`src/rtl/hub75_bcm_scan.sv`:
```
// HUB75 LED panel scanner: per-row, per-bit-plane binary code modulation.
// Shifts one plane of a line pair, latches it, then shows it for a weighted on-time.
module hub75_bcm_scan #(
    parameter int unsigned HPIXEL_P = 64,
    parameter int unsigned VPIXEL_P = 64,
    parameter int unsigned BPP_P    = 8,
    localparam int unsigned SROWS   = VPIXEL_P / 2,
    localparam int unsigned ROW_W   = (SROWS > 1) ? $clog2(SROWS) : 1,
    localparam int unsigned ADDR_W  = (HPIXEL_P * SROWS > 1) ? $clog2(HPIXEL_P * SROWS) : 1,
    localparam int unsigned CNT_W   = 8 + BPP_P
) (
    input  logic                         clk,
    input  logic                         rst_n,
    input  logic                         i_en,
    input  logic [7:0]                   i_brightness,
    output logic [ADDR_W-1:0]            o_rd_addr,
    input  logic [1:0][2:0][BPP_P-1:0]   i_rd_data,
    output logic                         O_CLK,
    output logic                         STB,
    output logic                         OE,
    output logic [ROW_W-1:0]             o_row,
    output logic                         R1,
    output logic                         G1,
    output logic                         B1,
    output logic                         R2,
    output logic                         G2,
    output logic                         B2,
    output logic                         o_busy,
    output logic                         o_frame_done
);

    localparam int unsigned COL_W = (HPIXEL_P > 1) ? $clog2(HPIXEL_P) : 1;
    localparam int unsigned PL_W  = (BPP_P > 1) ? $clog2(BPP_P) : 1;

    typedef enum logic [2:0] {
        ST_IDLE     = 3'd0,
        ST_PREFETCH = 3'd1,
        ST_SHIFT    = 3'd2,
        ST_BLANK    = 3'd3,
        ST_LATCH    = 3'd4,
        ST_DISPLAY  = 3'd5
    } state_e;

    state_e              state_q, state_d;
    logic [ROW_W-1:0]    row_q, row_d;
    logic [PL_W-1:0]     plane_q, plane_d;
    logic [COL_W-1:0]    col_q, col_d;
    logic                phase_q, phase_d;
    logic [CNT_W-1:0]    disp_q, disp_d;
    logic [7:0]          br_q, br_d;
    logic [ADDR_W-1:0]   addr_q, addr_d;
    logic                oclk_q, oclk_d;
    logic                stb_q, stb_d;
    logic                oe_q, oe_d;
    logic [ROW_W-1:0]    orow_q, orow_d;
    logic [5:0]          rgb_q, rgb_d;
    logic                busy_q, busy_d;
    logic                done_q, done_d;

    logic [CNT_W-1:0]    disp_load;
    logic                last_col;
    logic                last_plane;
    logic                last_row;

    function automatic logic [ADDR_W-1:0] pix_addr(input logic [ROW_W-1:0] r,
                                                   input logic [COL_W-1:0] c);
        return ADDR_W'(32'(r) * HPIXEL_P + 32'(c));
    endfunction

    // Next state; registered outputs are computed for the state being entered.
    always_comb begin
        state_d   = state_q;
        row_d     = row_q;
        plane_d   = plane_q;
        col_d     = col_q;
        phase_d   = phase_q;
        disp_d    = disp_q;
        br_d      = br_q;
        addr_d    = addr_q;
        orow_d    = orow_q;
        rgb_d     = rgb_q;
        oclk_d    = 1'b0;
        stb_d     = 1'b0;
        oe_d      = 1'b1;
        done_d    = 1'b0;

        disp_load  = ((CNT_W'(br_q) + CNT_W'(1)) << plane_q) - CNT_W'(1);
        last_col   = (col_q == COL_W'(HPIXEL_P - 1));
        last_plane = (plane_q == PL_W'(BPP_P - 1));
        last_row   = (row_q == ROW_W'(SROWS - 1));

        case (state_q)
            ST_IDLE: begin
                if (i_en) begin
                    state_d = ST_PREFETCH;
                    row_d   = '0;
                    plane_d = '0;
                    br_d    = i_brightness;
                    addr_d  = pix_addr('0, '0);
                end
            end
            ST_PREFETCH: begin
                state_d = ST_SHIFT;
                col_d   = '0;
                phase_d = 1'b0;
            end
            ST_SHIFT: begin
                if (!phase_q) begin
                    // Data for this column arrives now; present it while O_CLK is high.
                    rgb_d   = {i_rd_data[1][0][plane_q], i_rd_data[1][1][plane_q],
                               i_rd_data[1][2][plane_q], i_rd_data[0][0][plane_q],
                               i_rd_data[0][1][plane_q], i_rd_data[0][2][plane_q]};
                    phase_d = 1'b1;
                    oclk_d  = 1'b1;
                    addr_d  = pix_addr(row_q, last_col ? col_q : col_q + COL_W'(1));
                end else if (last_col) begin
                    state_d = ST_BLANK;
                    orow_d  = row_q;
                end else begin
                    col_d   = col_q + COL_W'(1);
                    phase_d = 1'b0;
                end
            end
            ST_BLANK: begin
                state_d = ST_LATCH;
                stb_d   = 1'b1;
            end
            ST_LATCH: begin
                state_d = ST_DISPLAY;
                oe_d    = 1'b0;
                disp_d  = disp_load;
                done_d  = last_plane && last_row && (disp_load == '0);
            end
            ST_DISPLAY: begin
                if (disp_q != '0) begin
                    disp_d = disp_q - CNT_W'(1);
                    oe_d   = 1'b0;
                    done_d = last_plane && last_row && (disp_q == CNT_W'(1));
                end else if (!last_plane) begin
                    state_d = ST_PREFETCH;
                    plane_d = plane_q + PL_W'(1);
                    addr_d  = pix_addr(row_q, '0);
                end else if (!last_row) begin
                    state_d = ST_PREFETCH;
                    row_d   = row_q + ROW_W'(1);
                    plane_d = '0;
                    addr_d  = pix_addr(row_q + ROW_W'(1), '0);
                end else if (i_en) begin
                    state_d = ST_PREFETCH;
                    row_d   = '0;
                    plane_d = '0;
                    br_d    = i_brightness;
                    addr_d  = pix_addr('0, '0);
                end else begin
                    state_d = ST_IDLE;
                    row_d   = '0;
                    plane_d = '0;
                end
            end
            default: state_d = ST_IDLE;
        endcase

        busy_d = (state_d != ST_IDLE);
    end

    always_ff @(posedge clk or negedge rst_n) begin
        if (!rst_n) begin
            state_q <= ST_IDLE;
            row_q   <= '0;
            plane_q <= '0;
            col_q   <= '0;
            phase_q <= 1'b0;
            disp_q  <= '0;
            br_q    <= '0;
            addr_q  <= '0;
            oclk_q  <= 1'b0;
            stb_q   <= 1'b0;
            oe_q    <= 1'b1;
            orow_q  <= '0;
            rgb_q   <= '0;
            busy_q  <= 1'b0;
            done_q  <= 1'b0;
        end else begin
            state_q <= state_d;
            row_q   <= row_d;
            plane_q <= plane_d;
            col_q   <= col_d;
            phase_q <= phase_d;
            disp_q  <= disp_d;
            br_q    <= br_d;
            addr_q  <= addr_d;
            oclk_q  <= oclk_d;
            stb_q   <= stb_d;
            oe_q    <= oe_d;
            orow_q  <= orow_d;
            rgb_q   <= rgb_d;
            busy_q  <= busy_d;
            done_q  <= done_d;
        end
    end

    assign o_rd_addr    = addr_q;
    assign O_CLK        = oclk_q;
    assign STB          = stb_q;
    assign OE           = oe_q;
    assign o_row        = orow_q;
    assign {B2, G2, R2, B1, G1, R1} = rgb_q;
    assign o_busy       = busy_q;
    assign o_frame_done = done_q;

endmodule

```
`config.mk`:
```
export PLATFORM = sky130hd
export DESIGN_NAME = hub75_bcm_scan
export DESIGN_NICKNAME = d
export VERILOG_FILES = /design/src/rtl/hub75_bcm_scan.sv
export SDC_FILE = /design/constraint.sdc
export NUM_CORES = 1
export LEC_CHECK = 0
export ABC_AREA = 0
export BUFFER_PORTS_ARGS = -buffer_cell sky130_fd_sc_hd__buf_2
export CORE_MARGIN = 8
export CORE_UTILIZATION = 35
export DETAILED_ROUTE_END_ITERATION = 16
export SLEW_MARGIN = 25
export SYNTH_ARGS = -nofsm -noshare
export SYNTH_HDL_FRONTEND = slang
export SYNTH_SLANG_ARGS = --single-unit
```
`constraint.sdc`:
```
create_clock -name clk -period 4.16 [get_ports clk]
set_clock_uncertainty 0.2 [all_clocks]
set_input_delay 0.832 -clock clk [delete_from_list [all_inputs] [get_ports clk]]
set_output_delay 0.832 -clock clk [all_outputs]
set_load 0.02 [all_outputs]
```
==> impl_metrics.py <==
metrics = {
    "outcome": {
        "outcome": "complete, no violations",
    },
    "global_routing": {
        "grt_antenna_before_repair": 0,
        "gr-total-overflow": 0,
        "grt_use_total_pct": 15.35,
        "grt_max_degree": 39,
        "grt_pass1_wl_um": 23050,
        "grt_pass1_vias": 4702,
    },
    "power": {
        "irDropWorstVdd_uv": 171.3,
        "power_density_mw_per_mm2": 275.4,
        "p_leak_nw": 2.492,
    },
    "sta": {
        "holdWs_ns": 0.2881,
        "fin_tns_setup_ns": 0,
        "post-route-period-util_pct": 88.72,
        "final_max_slew_viol_count": 0,
        "hold_viol_final": 0,
        "setup_viol": 0,
        "worst_slew_margin_rel_pct": 39.79,
        "period_needed_ns": 3.691,
        "rsz0062_at_grt": "no",
        "fmax_ghz": 0.2710,
        "worst_pin_slew_ns": 0.8998,
    },
    "critical_path": {
        "end_kind": "flip-flop",
        "crit_chain": "ha_1, xor2_1, o211a_1, a221oi_1, o22ai_1, nor4_4, xor2_1, or4_1, o21ai_1",
        "r2r_setup_slack_ns": 0.47,
        "r2r_cells": 9,
        "cp_max_fo": 14,
        "critical_path.top_delay_family": "compound AO/OA/AOI/OAI gates",
        "critPathKind": "flip-flop to flip-flop",
        "critical-path-max-stage-delay_ns": 0.56,
        "r2r-start": "br_q[0]",
        "critical_path_arrival_ns": 3.76,
        "cp.required_ns": 4.23,
        "cpMaxStageDelayCell": "dfrtp_1",
        "crit_buf_inv": 0,
        "cp-start-kind": "flip-flop",
        "timing.rr.end": "o_frame_done",
        "critPathMostFrequentCell": "xor2_1",
    },
    "drt": {
        "num_vias": 4569,
        "viasPerCell": 5.683,
        "drtIter0Drc": 314,
        "routed_wl_um": 13400,
        "routedWlPerCell_um": 16.66,
        "drt_first_pass_iters": 5,
        "drc": 0,
        "drtAntennaViolNets": 0,
    },
    "clocking": {
        "cts-htree-levels": 3,
        "cts_buffers": 9,
        "cts.clk_slew.worst_paths_ns": 0.06,
        "cts_max_path_buffers": 2,
        "cts_tree": "built",
        "insertion_delay_ns": 0.34,
        "cts_hold_buffers": 0,
        "cts_setup_buffers": 0,
        "cts_sinks": 69,
        "cts_root_buf": "clkbuf_16",
        "ctsResizeCount": 0,
    },
    "final_layout": {
        "insertedDiodeCount": 0,
        "finalInstanceArea_sq_mm": 0.005821,
        "syn_to_final_growth_pct": 17.68,
        "nets": 688,
        "fill_cells": 1360,
        "drive_gt1_share_pct": 25.00,
    },
    "synthesis": {
        "ys_ff_latch": 69,
        "synthArstFlopShare_pct": 100.0,
        "synth_ff_type": "dfrtp_1",
        "syn_area_per_cell_sq_um": 8.993,
        "netlist_area_sq_mm": 0.004946,
        "synth_edf_count": 0,
        "syn-num-nets": 619,
        "synth_seq_area_share_pct": 34.94,
        "yosys_warnings": 0,
        "synth_cell_type_count": 72,
        "netlist_instances": 550,
    },
    "die": {
        "num_rows": 43,
        "die_w_um": 134.9,
        "dieHeight_um": 134.9,
        "core-area_sq_mm": 0.01383,
        "die_area_sq_mm": 0.01819,
        "initial_core_util_pct": 35.77,
        "ios": 86,
    },
    "flow_run": {
        "maxCapViolCount": 0,
    },
    "placement": {
        "hpwlAfterDp_um": 10280,
        "port-buffer-count": 85,
        "place_area_sq_mm": 0.005513,
        "place.gp.congestion": 0.8334,
    },
    "min_path": {
        "hold_path.startpoint": "o_rd_addr[7]",
        "hold-path-endpoint": "o_rd_addr[7]",
        "hold_path_depth": 2,
        "hold_class": "flip-flop to flip-flop",
    },
}
## layer usage
| layer | share of wire [%] | GRT usage, % | vias up |
|---|---|---|---|
| met5 | 0 | 0 | - |
| met4 | 0.80 | 3.743 | 0 |
| met3 | 6.0 | 4.792 | 10 |
| met2 | 47 | 25.49 | 140 |
| met1 | 46 | 18.91 | 2198 |
| li1 | - | - | 2221 |
## worst max-delay path by stage
stage                     slack (ns)  startpoint  depth (start not counted)           end
after floorplan                 0.76  plane_q[0]                         13  o_frame_done
after global placement          0.62     br_q[0]                          9  o_frame_done
after detailed placement        0.52     br_q[0]                          9    disp_q[15]
after CTS                       0.52     br_q[0]                          9    disp_q[15]
after global routing            0.16     br_q[0]                          9    disp_q[15]
final                           0.47     br_q[0]                          9  o_frame_done
## state kept, by name, summed over array words and instances, names as in the netlist, 3 cells and up
register,cells
disp_q,16
o_rd_addr,11
br_q,8
col_q,6
rgb_q,6
o_row,5
row_q,5
plane_q,3
state_q,3
## synthesized netlist by cell type (all sizes together) (14+ instances only)
| cell | n | area, sq um |
|---|---|---|
| nor2 | 42 | 157.7 |
| inv | 16 | 60.05 |
| a31oi | 16 | 115.1 |
| mux2 | 15 | 168.9 |
| o21ai | 49 | 249.0 |
| buf | 14 | 85.07 |
| nand2 | 53 | 198.9 |
| nor3 | 18 | 101.4 |
| clkbuf | 23 | 87.58 |
| a21oi | 28 | 140.1 |
| nand3 | 19 | 95.09 |
| dfrtp | 68 | 1702 |
## cell usage in the layout (no fill, tap or decap), drive strengths merged, types with 9 or more instances in the layout
| cell type | synthesis | layout |
|---|---|---|
| o211ai | 10 | 10 |
| nand2 | 53 | 53 |
| o21ai | 49 | 49 |
| nor2 | 42 | 42 |
| xnor2 | 9 | 9 |
| clkbuf | 23 | 9 |
| dfrtp | 68 | 68 |
| nor4 | 12 | 12 |
| xor2 | 11 | 11 |
| mux4 | 12 | 12 |
| a31oi | 16 | 16 |
| nand3 | 19 | 19 |
| a22o | 10 | 10 |
| inv | 16 | 18 |
| ha | 10 | 10 |
| mux2 | 15 | 15 |
| buf | 14 | 95 |
| nor3 | 18 | 18 |
| a21oi | 28 | 28 |
## tightest hold or removal path, cell delays in order, from the launching register on
cell and delay [ns]:
dfrtp_1 0.35, nand2_1 0.05, o21ai_0 0.06
## stage by stage
stage | utilization [%] | worst slack (ns) | instances | power [mW]
6_report | 42.10 | 0.4693 | 804 | 1.603
5_1_grt | 42.10 | 0.1566 | 804 | 1.667
4_1_cts | 42.10 | 0.5222 | 804 | 1.631
3_5_place_dp | 39.87 | 0.5162 | 788 | 0.8194
3_3_place_gp | 39.87 | 0.6197 | 788 | 0.8170
2_1_floorplan | - | 0.7606 | 550 | 0.7623
## report_power, final
part | switching, mW | internal [mW]
registers | 0.0114 | 0.678
logic | 0.0618 | 0.0542
clock network | 0.325 | 0.472
total | 0.398 | 1.20
## logic make-up after synthesis
kind of cell    count (synthesis)  synth area share [%]
compound gates                160                 22.09
fa+ha+maj                      10                 2.530
mux                            30                 9.486
buf+inv                        53                 4.705
simple gates                  208                 22.72
flops                          69                 34.94
xor+xnor                       20                 3.542
## final cells by class
cell class	count	area (sq um)	area share [%]
Tap cell	180	225.2	3.869
Clock buffer	9	225.2	3.869
Sequential cell	69	1729	29.71
Multi-Input combinational cell	428	2985	51.29
Timing Repair Buffer	95	513.0	8.813
Clock inverter	7	82.58	1.419
Inverter	16	60.06	1.032
Power figures use the tool's default switching activity.
